**config.mk**
```make
export PLATFORM = sky130hd
export DESIGN_NAME = fe_inst_queue_flat
export DESIGN_NICKNAME = d
export VERILOG_FILES = /design/src/rtl/fe_inst_queue_if.sv /design/src/rtl/fe_inst_queue.sv /design/src/flat_wrapper.sv
export SDC_FILE = /design/constraint.sdc
export NUM_CORES = 1
export LEC_CHECK = 0
export ABC_AREA = 1
export CAP_MARGIN = 20
export CORE_ASPECT_RATIO = 1.4
export CORE_UTILIZATION = 55
export CTS_CLUSTER_DIAMETER = 60
export DETAILED_ROUTE_END_ITERATION = 7
export MAX_ROUTING_LAYER = met4
export PLACE_DENSITY = 0.8
export SLEW_MARGIN = 10
export SYNTH_ARGS = -nofsm -noshare
export SYNTH_HDL_FRONTEND = slang
export SYNTH_SLANG_ARGS = --single-unit
export TNS_END_PERCENT = 10
```
**constraint.sdc**
```tcl
create_clock -name clk -period 4.3 [get_ports clk]
set_input_delay 0.86 -clock clk [delete_from_list [all_inputs] [get_ports clk]]
set_output_delay 0.86 -clock clk [all_outputs]
set_load 0.005 [all_outputs]
```
**src/rtl/fe_inst_queue_if.sv**
```systemverilog
// Handshake bundle between FE_STAGE, the instruction queue and DE_STAGE.
// master = pipeline side (FE producer / DE consumer), slave = fe_inst_queue.
interface fe_inst_queue_if #(
  parameter int unsigned DATA_W = 32
) ();

  logic              fe_valid;
  logic [DATA_W-1:0] fe_pc;
  logic [DATA_W-1:0] fe_inst;
  logic              fe_ready;

  logic              de_valid;
  logic [DATA_W-1:0] de_pc;
  logic [DATA_W-1:0] de_inst;
  logic              de_ready;

  modport master (
    output fe_valid, fe_pc, fe_inst, de_ready,
    input  fe_ready, de_valid, de_pc, de_inst
  );

  modport slave (
    input  fe_valid, fe_pc, fe_inst, de_ready,
    output fe_ready, de_valid, de_pc, de_inst
  );

endinterface

```
**src/rtl/fe_inst_queue.sv**
```systemverilog
// FE->DE instruction queue: circular buffer of {pc, inst}, flushable, with FE stall counter.
// Optional same-cycle empty-queue bypass when FE_INST_QUEUE_BYPASS_EN is defined.
module fe_inst_queue #(
  parameter int unsigned DEPTH  = 4,
  parameter int unsigned DATA_W = 32
) (
  input  logic                     clk,
  input  logic                     reset,
  fe_inst_queue_if.slave           q,
  input  logic                     flush,
  output logic [$clog2(DEPTH):0]   count,
  output logic [31:0]              stall_cycles
);

  localparam int unsigned PtrW = $clog2(DEPTH);
  localparam int unsigned CntW = PtrW + 1;

  if ((DEPTH < 2) || ((DEPTH & (DEPTH - 1)) != 0)) begin : g_bad_depth
    $error("fe_inst_queue: DEPTH must be a power of two and at least 2");
  end

  logic [DATA_W-1:0] pc_mem   [DEPTH];
  logic [DATA_W-1:0] inst_mem [DEPTH];

  logic [PtrW-1:0] head_q, head_d;
  logic [PtrW-1:0] tail_q, tail_d;
  logic [CntW-1:0] count_q, count_d;
  logic [31:0]     stall_q, stall_d;

  logic empty;
  logic full;
  logic byp_active;
  logic byp_take;
  logic push;
  logic pop;

  assign empty = (count_q == '0);
  assign full  = (count_q == CntW'(DEPTH));

`ifdef FE_INST_QUEUE_BYPASS_EN
  assign byp_active = empty && q.fe_valid && !flush;
`else
  assign byp_active = 1'b0;
`endif

  // A bypassed entry accepted by DE in the same cycle never touches storage.
  assign byp_take = byp_active && q.de_ready;
  assign push     = q.fe_valid && !full && !flush && !byp_take;
  assign pop      = !empty && q.de_ready && !flush;

  always_comb begin
    q.fe_ready = !full;
    q.de_valid = (!empty || byp_active) && !flush;
    q.de_pc    = '0;
    q.de_inst  = '0;
    if (byp_active) begin
      q.de_pc   = q.fe_pc;
      q.de_inst = q.fe_inst;
    end else if (q.de_valid) begin
      q.de_pc   = pc_mem[head_q];
      q.de_inst = inst_mem[head_q];
    end
  end

  always_comb begin
    head_d  = head_q;
    tail_d  = tail_q;
    count_d = count_q;
    stall_d = stall_q;
    if (flush) begin
      head_d  = '0;
      tail_d  = '0;
      count_d = '0;
    end else begin
      if (push) tail_d = tail_q + PtrW'(1);
      if (pop)  head_d = head_q + PtrW'(1);
      unique case ({push, pop})
        2'b10:   count_d = count_q + CntW'(1);
        2'b01:   count_d = count_q - CntW'(1);
        default: count_d = count_q;
      endcase
    end
    // Counted regardless of flush; saturates rather than wrapping.
    if (q.fe_valid && full && (stall_q != '1)) stall_d = stall_q + 32'd1;
  end

  always_ff @(posedge clk or posedge reset) begin
    if (reset) begin
      head_q  <= '0;
      tail_q  <= '0;
      count_q <= '0;
      stall_q <= '0;
    end else begin
      head_q  <= head_d;
      tail_q  <= tail_d;
      count_q <= count_d;
      stall_q <= stall_d;
    end
  end

  always_ff @(posedge clk) begin
    if (push) begin
      pc_mem[tail_q]   <= q.fe_pc;
      inst_mem[tail_q] <= q.fe_inst;
    end
  end

  assign count        = count_q;
  assign stall_cycles = stall_q;

endmodule

```
**src/flat_wrapper.sv**
```systemverilog
// flat-port wrapper written by rule: the top's interface ports become plain ports
module fe_inst_queue_flat 
#(
  parameter int unsigned DEPTH  = 4,
  parameter int unsigned DATA_W = 32
)
  (clk, reset, flush, count, stall_cycles, q_fe_valid, q_fe_pc, q_fe_inst, q_de_ready, q_fe_ready, q_de_valid, q_de_pc, q_de_inst);
  fe_inst_queue_if #(.DATA_W(DATA_W)) q_i ();
  input  logic clk;
  input  logic reset;
  input  logic flush;
  output logic [$clog2(DEPTH):0] count;
  output logic [31:0] stall_cycles;
  input wire logic [$bits(q_i.fe_valid)-1:0] q_fe_valid;
  input wire logic [$bits(q_i.fe_pc)-1:0] q_fe_pc;
  input wire logic [$bits(q_i.fe_inst)-1:0] q_fe_inst;
  input wire logic [$bits(q_i.de_ready)-1:0] q_de_ready;
  output wire logic [$bits(q_i.fe_ready)-1:0] q_fe_ready;
  output wire logic [$bits(q_i.de_valid)-1:0] q_de_valid;
  output wire logic [$bits(q_i.de_pc)-1:0] q_de_pc;
  output wire logic [$bits(q_i.de_inst)-1:0] q_de_inst;
  assign q_i.fe_valid = q_fe_valid;
  assign q_i.fe_pc = q_fe_pc;
  assign q_i.fe_inst = q_fe_inst;
  assign q_i.de_ready = q_de_ready;
  assign q_fe_ready = q_i.fe_ready;
  assign q_de_valid = q_i.de_valid;
  assign q_de_pc = q_i.de_pc;
  assign q_de_inst = q_i.de_inst;
  fe_inst_queue #(.DEPTH(DEPTH), .DATA_W(DATA_W)) u_core (.clk(clk), .reset(reset), .q(q_i), .flush(flush), .count(count), .stall_cycles(stall_cycles));
endmodule
```
==> impl_results.md <==
- Post-route insts no fill: around 1600
- Post-synth ARST share: between 10% and 20%
- Setup bufs post-CTS: 0
- Synthesized area: between 0.01 and 0.015 sq mm
- Drt pass-1 iters: 5
- Critical path arrival: roughly 3.2 ns
- Post-synthesis cell count: 1163
- Initial core utilization: a little under three fifths
- CP most frequent cell: clkdlybuf4s50_1
- Post-CTS Hold Buffers: 0
- CP max stage delay: 0.55 ns
- Vias per inst: about 5.4
- Fin. max-slew vios: 0
- H-tree Lvls: 1
- Cells after DPL: between 1500 and 2000
- Worst reg2reg path depth: 5
- Met3 routed WL: 1.83 mm
- Static leakage: approximately 5.6 nW
- Worst hold slack: ~0.57 ns
- EDFF count, synth: approximately 260
- Grt ovf: 0
- Worst Setup End Kind: primary output
- Pwr/cell area: approximately 470 mW/mm^2
- Routed wl met2: 15.1 mm
- Clock Root Buffer: clkbuf_16
- Ratio of final minimum period to clock period: between 90 and 100%
- Largest net degree at the start of global routing: 93
- Clk slew on worst S/H paths: about 0.060 ns
- Run status: completed
- Crit path required time: 3.44 ns
- Area post-placement: ~0.015 sq mm
- TritonCTS clock tree: done
- Max FO, Critical Path: 39
- Max Cap Viol: 0
- Vias: around 8900
- Yosys cell types: 29
- Most frequent cells in the layout: 305 x nor2_1, 256 x edfxtp_1, 195 x nand2_1, 169 x clkdlybuf4s50_1, 133 x o21ai_0
- First DRT Iteration DRCs: just over 600
- # setup viols final: 0
- Worst Skew: 0.00864 ns
- Die W: approximately 130 microns
- Area leader, netlist: edfxtp_1
- Cell family contributing the most delay on the critical path: buffers and inverters
- Die ar.: about 0.023 sq mm
- Final HPWL DP: around 17 mm
- Top area cells in the synthesized netlist: edfxtp_1 61%, nor2_1 9.3%, dfrtp_1 7.8%, nand2_1 5.9%, o21ai_0 5.3%
- CTS sink count: about 300
- Ports: 170
- Sequential share of the synthesized area: roughly 69%
- Maximum clock frequency: roughly 250 MHz
- Minimum clock period: 4.01 ns
- Share of cells above drive strength 1: between 6 and 7%
- Primary FF master, synth: edfxtp_1
- Worst-skew pair later-pin latency: 0.53 ns
- Worst VDD drop: just under 0.0004 V
- CP Launch Type: primary input
- WL final: roughly 28 mm
- PostCTS Resize Cnt: 0
- Yosys top cell area share: 61.5%
- Core area: ~0.022 sq mm
- Crit path buf inv count: 4
- Critical-path cell list: clkdlybuf4s50_1, inv_1, nand2_2, buf_4, a21oi_1, clkdlybuf4s50_1
- Area delta synth->final: 22.7%
- Wirelength per Cell: about 17 microns
- CP max stage cell: clkdlybuf4s50_1
- Port bufs: approximately 170
- Routability cong.: about 0.92
- Most common cell after layout, fill and taps aside: nor2_1
- GRT Total Usage: 25.6%
- Relative slew slack: between 40% and 50%
- Initial antenna violation count: 1
- Cell depth of the worst setup path: 6
- Ys Warns: 0
- CTS Buf Count: 27
- FP Rows: between 60 and 70
- Antenna-violating nets left: 0
- Setup repair after global routing missed its margin: no
- Bufs on Longest Clock Path: 3
- Tightest Pin Transition: 0.866 ns
- Die Y: 180 microns
- Hold depth: 2
- Nets: approximately 1400
- Final Instance Area: between 0.015 and 0.02 sq mm
- Critical setup path kind: in2out
- Worst min-delay path class: reg2reg
- Vias in the first global route: ~9000
- Syn Area/Cell: 10.8 sq um
- Final hold vios: 0
- Synthesized flop and latch total: between 200 and 300
- Mapped Nets: between 1000 and 1500
- Met1 WL: between 10 and 15 mm
- Max Used Layer: met4
- First-pass GRT wire length: around 45 mm
- Residual DRC: 0
layout make-up:
class,count,area [sq um]
inverters,43,168
multi-input cells,771,3450
clock inverters,15,126
flip-flops and latches,295,8670
well taps,297,372
diodes,1,2.50
repair buffers,183,1860
clock buffers,32,694
fillers,1574,6760
synth_stat cells, types with 4 or more instances:
cell type and number:
a21oi_1 67, buf_1 12, buf_2 13, buf_6 4
clkbuf_1 24, dfrtp_1 39, edfxtp_1 256, ha_1 5
inv_1 40, nand2_1 196, nand2_2 10, nand3_1 18
nor2_1 309, nor2_2 4, o21ai_0 133, xnor2_1 7
xor2_1 8
metal layers:
layer	global-route usage, %	up-vias
met2	44.7	340
li1	-	4226
met5	-	-
met4	10.8	0
met3	3.86	74
met1	28.9	4276
where the power goes:
group	internal, mW	switching (mW)	total (mW)	leakage [nW]
Clock	1.27	0.974	2.24	0.405
Combinational	0.685	0.929	1.61	2.29
Sequential	3.28	0.104	3.39	2.86
Total	5.24	2.01	7.24	5.56
cell families after synthesis:
group / Yosys count / synth area share [%]
fa+ha+maj: 6 / 0.660
flops: 295 / 69.3
compound gates: 204 / 8.18
simple gates: 546 / 17.4
buf+inv: 97 / 3.41
xor+xnor: 15 / 1.05
sequential cells by signal, indices dropped and copies added, names as in the netlist:
register	flops
u_core.inst_mem	128
u_core.pc_mem	128
u_core.stall_cycles	32
u_core.count	3
u_core.head_q	2
u_core.tail_q	2
path summary, 6_finish.rpt:
kind,from,end,slack [ns]
worst max-delay path,flush,q_de_pc[24],0.29
worst min-delay path,u_core.stall_cycles[1],u_core.stall_cycles[1],0.57
worst max register to register,u_core.count[1],u_core.pc_mem[1][3],2.01
worst min register to register,u_core.stall_cycles[1],u_core.stall_cycles[1],0.57
max in group asynchronous,reset,u_core.stall_cycles[8],2.74
min in group asynchronous,reset,u_core.stall_cycles[6],0.79
metrics by stage:
stage | utilization, % | setup WS [ns] | TNS [ns] | power, mW
floorplan | - | -0.0408 | -10.46 | 4.28
global placement | 65.7 | 0.447 | 0 | 5.02
detailed placement | 65.7 | 0.338 | 0 | 5.07
CTS | 69.4 | 0.279 | 0 | 7.30
global route | 69.4 | 0.136 | 0 | 7.58
finish | 69.4 | 0.293 | 0 | 7.24
worst register-to-register path, stage by stage, from the launching register on:
cell,delay [ns]
dfrtp_1,0.43
nor2_1,0.08
nand2_1,0.14
nand3_1,0.41
nor2_4,0.22
buf_4,0.61
No activity file was read; power rests on OpenSTA's default activity.
==> RTL edit: new RTL, same flow settings <==
Put one more register stage on the output `count`. The value now appears one clock later. The other outputs are not delayed to match.
--- a/src/rtl/fe_inst_queue.sv
+++ b/src/rtl/fe_inst_queue.sv
@@ -106,5 +106,7 @@
   end
 
-  assign count        = count_q;
+  always_ff @(posedge clk) begin
+    count <= count_q;
+  end
   assign stall_cycles = stall_q;
 
Behaviour: not the same (a bounded check fails within 4 cycles, from zero or initial values and one cycle with reset high).
==> RTL edit against the unedited design <==
Final area up 1.2%. Power up 5.5%. Global-route usage fell by 0.15 points. Cell count grew 1.3%. Synthesized cell count is 0.77% higher. Sequential cell count rose by 3. Routed wire length shrank 1.0%. Setup slack improved by 110 ps. Area after synthesis grew 0.58%.
==> RTL edit: results (changes against the unedited design) <==
Run status
  • Status: finished, final reports clean (unchanged)

GRT
  • Vias in the first global route: 8822 (was 8977)
  • First-pass GRT wire length: 44580 µm (was 44630 µm)
  • Largest net degree at the start of global routing: 65 (was 93)
  • Initial antenna violation count: 2 (was 1)
  • All-Layer GR Usage: 0.2545 (was 0.2560)

Setup path
  • Arr. time, crit path: 3040 ps (was 3150 ps)
  • CP max FO: 36 (was 39)

Placement
  • Place WS: 503.5 ps (was 337.8 ps)
  • HPWL after detailed placement: 17400 µm (was 17070 µm)
  • RD Place Congestion: 0.9402 (was 0.9195)
  • Buffers on Ports: 169 (unchanged)
  • Placed cell area: 14630 µm² (was 14520 µm²)

CTS
  • Setup Buffers After CTS: 0 (unchanged)
  • Clk slew on worst S/H paths: 60 ps (about the same)
  • Skew-Pair Late Insertion Delay: 540 ps
  • H-tree depth reported by CTS: 1 (unchanged)
  • # resized after CTS: 0 (unchanged)
  • Clk buf depth: 3 (unchanged)
  • Num CTS Buffers: 29 (was 27)
  • CTS Root Cell: clkbuf_16 (unchanged)

Timing
  • Worst Skew: 16.83 ps (was 8.641 ps)
  • Relative slew slack: 0.4453 (was 0.4206)

Yosys
  • Syn nets: 1247 (was 1238)
  • Post-synth EDFFs: 256 (unchanged)
  • Register area share after synthesis: 0.6935 (was 0.6927)
  • Synth top cells by count: 315 x nor2_1, 256 x edfxtp_1, 194 x nand2_1 (was 309 x nor2_1, 256 x edfxtp_1, 196 x nand2_1)
  • Yosys warnings: 0 (unchanged)
  • Ranking of synthesized cells by area: edfxtp_1 61%, nor2_1 9.4%, dfrtp_1 7.8%, nand2_1 5.8%, o21ai_0 5.4% (was edfxtp_1 61%, nor2_1 9.3%, dfrtp_1 7.8%, nand2_1 5.9%, o21ai_0 5.3%)
  • FFs w/ async S/R, synth: 0.1309 (was 0.1322)
  • Unique masters post-synth: 27 (was 29)

Power and ir drop
  • Leakage: 5.607 nW (was 5.555 nW)
  • Worst vdd ir: 0.0004307 V (was 0.0003863 V)

Route
  • Via count: 8872 (was 8916)
  • Total routed wirelength: 28140 µm (was 28430 µm)
  • Pre-Repair DR Iteration Count: 5 (unchanged)
  • Detailed router's first-iteration violation count: 589 (was 608)

Final layout
  • Fillcell total: 1623 (was 1574)
  • Layout cell share with drive strength beyond 1: 0.06047 (was 0.06199)
  • Final nets: 1408 (was 1396)
==> RTL edit: cell types whose count changed after synthesis, sizes merged, moves of 2 or more <==
| cell | delta |
|---|---|
| nor2 | +4 |
| nand4 | +3 |
| dfxtp | +3 |
| buf | -2 |
==> RTL edit: logic make-up after synthesis <==
group / Yosys count / synth area share
and+or+nand+nor: 553 / 0.1764
DFF: 298 / 0.6935
AOI/OAI and AO/OA: 204 / 0.08117
buffers and inverters: 97 / 0.03263
xor gates and xnor gates: 14 / 0.009749
adders and majority gates: 6 / 0.006565
==> RTL edit: layout make-up <==
cell class / count / share of cell area
diodes: 2 / 0.0003223
clock buffers: 38 / 0.04891
clock inverters: 16 / 0.008460
inverters: 44 / 0.01088
multi-input cells: 777 / 0.2238
flip-flops and latches: 298 / 0.5621
well taps: 301 / 0.02425
repair buffers: 183 / 0.1213
==> RTL edit: path summary, 6_finish.rpt <==
kind / startpoint / slack (ps) / end / depth (start not counted)
min: u_core.count_q[2]$_DFFE_PP0P_ / 480 / u_core.count[2]$_DFF_P_ / 0
max: flush / 400 / q_de_inst[6] / 6
max reg2reg: u_core.count_q[0]$_DFFE_PP0P_ / 1750 / u_core.inst_mem[3][23]$_DFFE_PP_ / 7
max in group asynchronous: reset / 2790 / u_core.stall_cycles[29]$_DFFE_PP0P_ / 3
min in group asynchronous: reset / 770 / u_core.stall_cycles[23]$_DFFE_PP0P_ / 2
min reg2reg: u_core.count_q[2]$_DFFE_PP0P_ / 480 / u_core.count[2]$_DFF_P_ / 0
==> RTL edit: worst max-delay path, stage by stage <==
cell and delay, ps:
clkdlybuf4s50_1 480, a21oi_1 310, inv_2 290, buf_12 260, a21oi_1 200, clkdlybuf4s50_1 590
==> RTL edit: where the power goes <==
group          internal, mW  switching (mW)
Clock                  1.36            1.00
Sequential             3.33          0.0943
Combinational         0.779            1.07
Total                  5.47            2.17
==> RTL edit: stage by stage <==
step                hold WS, ps    util  setup TNS [ps]  std cells  total power, mW
floorplan                 418.3       -          -14170       1172            4.449
global placement          446.6  0.6495               0       1603            5.295
detailed placement        457.3  0.6495               0       1603            5.342
CTS                       484.3  0.6891               0       1657            7.704
global route              514.4  0.6893               0       1659            8.007
finish                    481.1  0.6893               0       1659            7.641
==> RTL edit: per-layer routing <==
layer  wire, µm  track usage
met3       1446      0.03465
met2      14960       0.4389
met4        866      0.09488
met1      10870       0.3005
met5          0            -
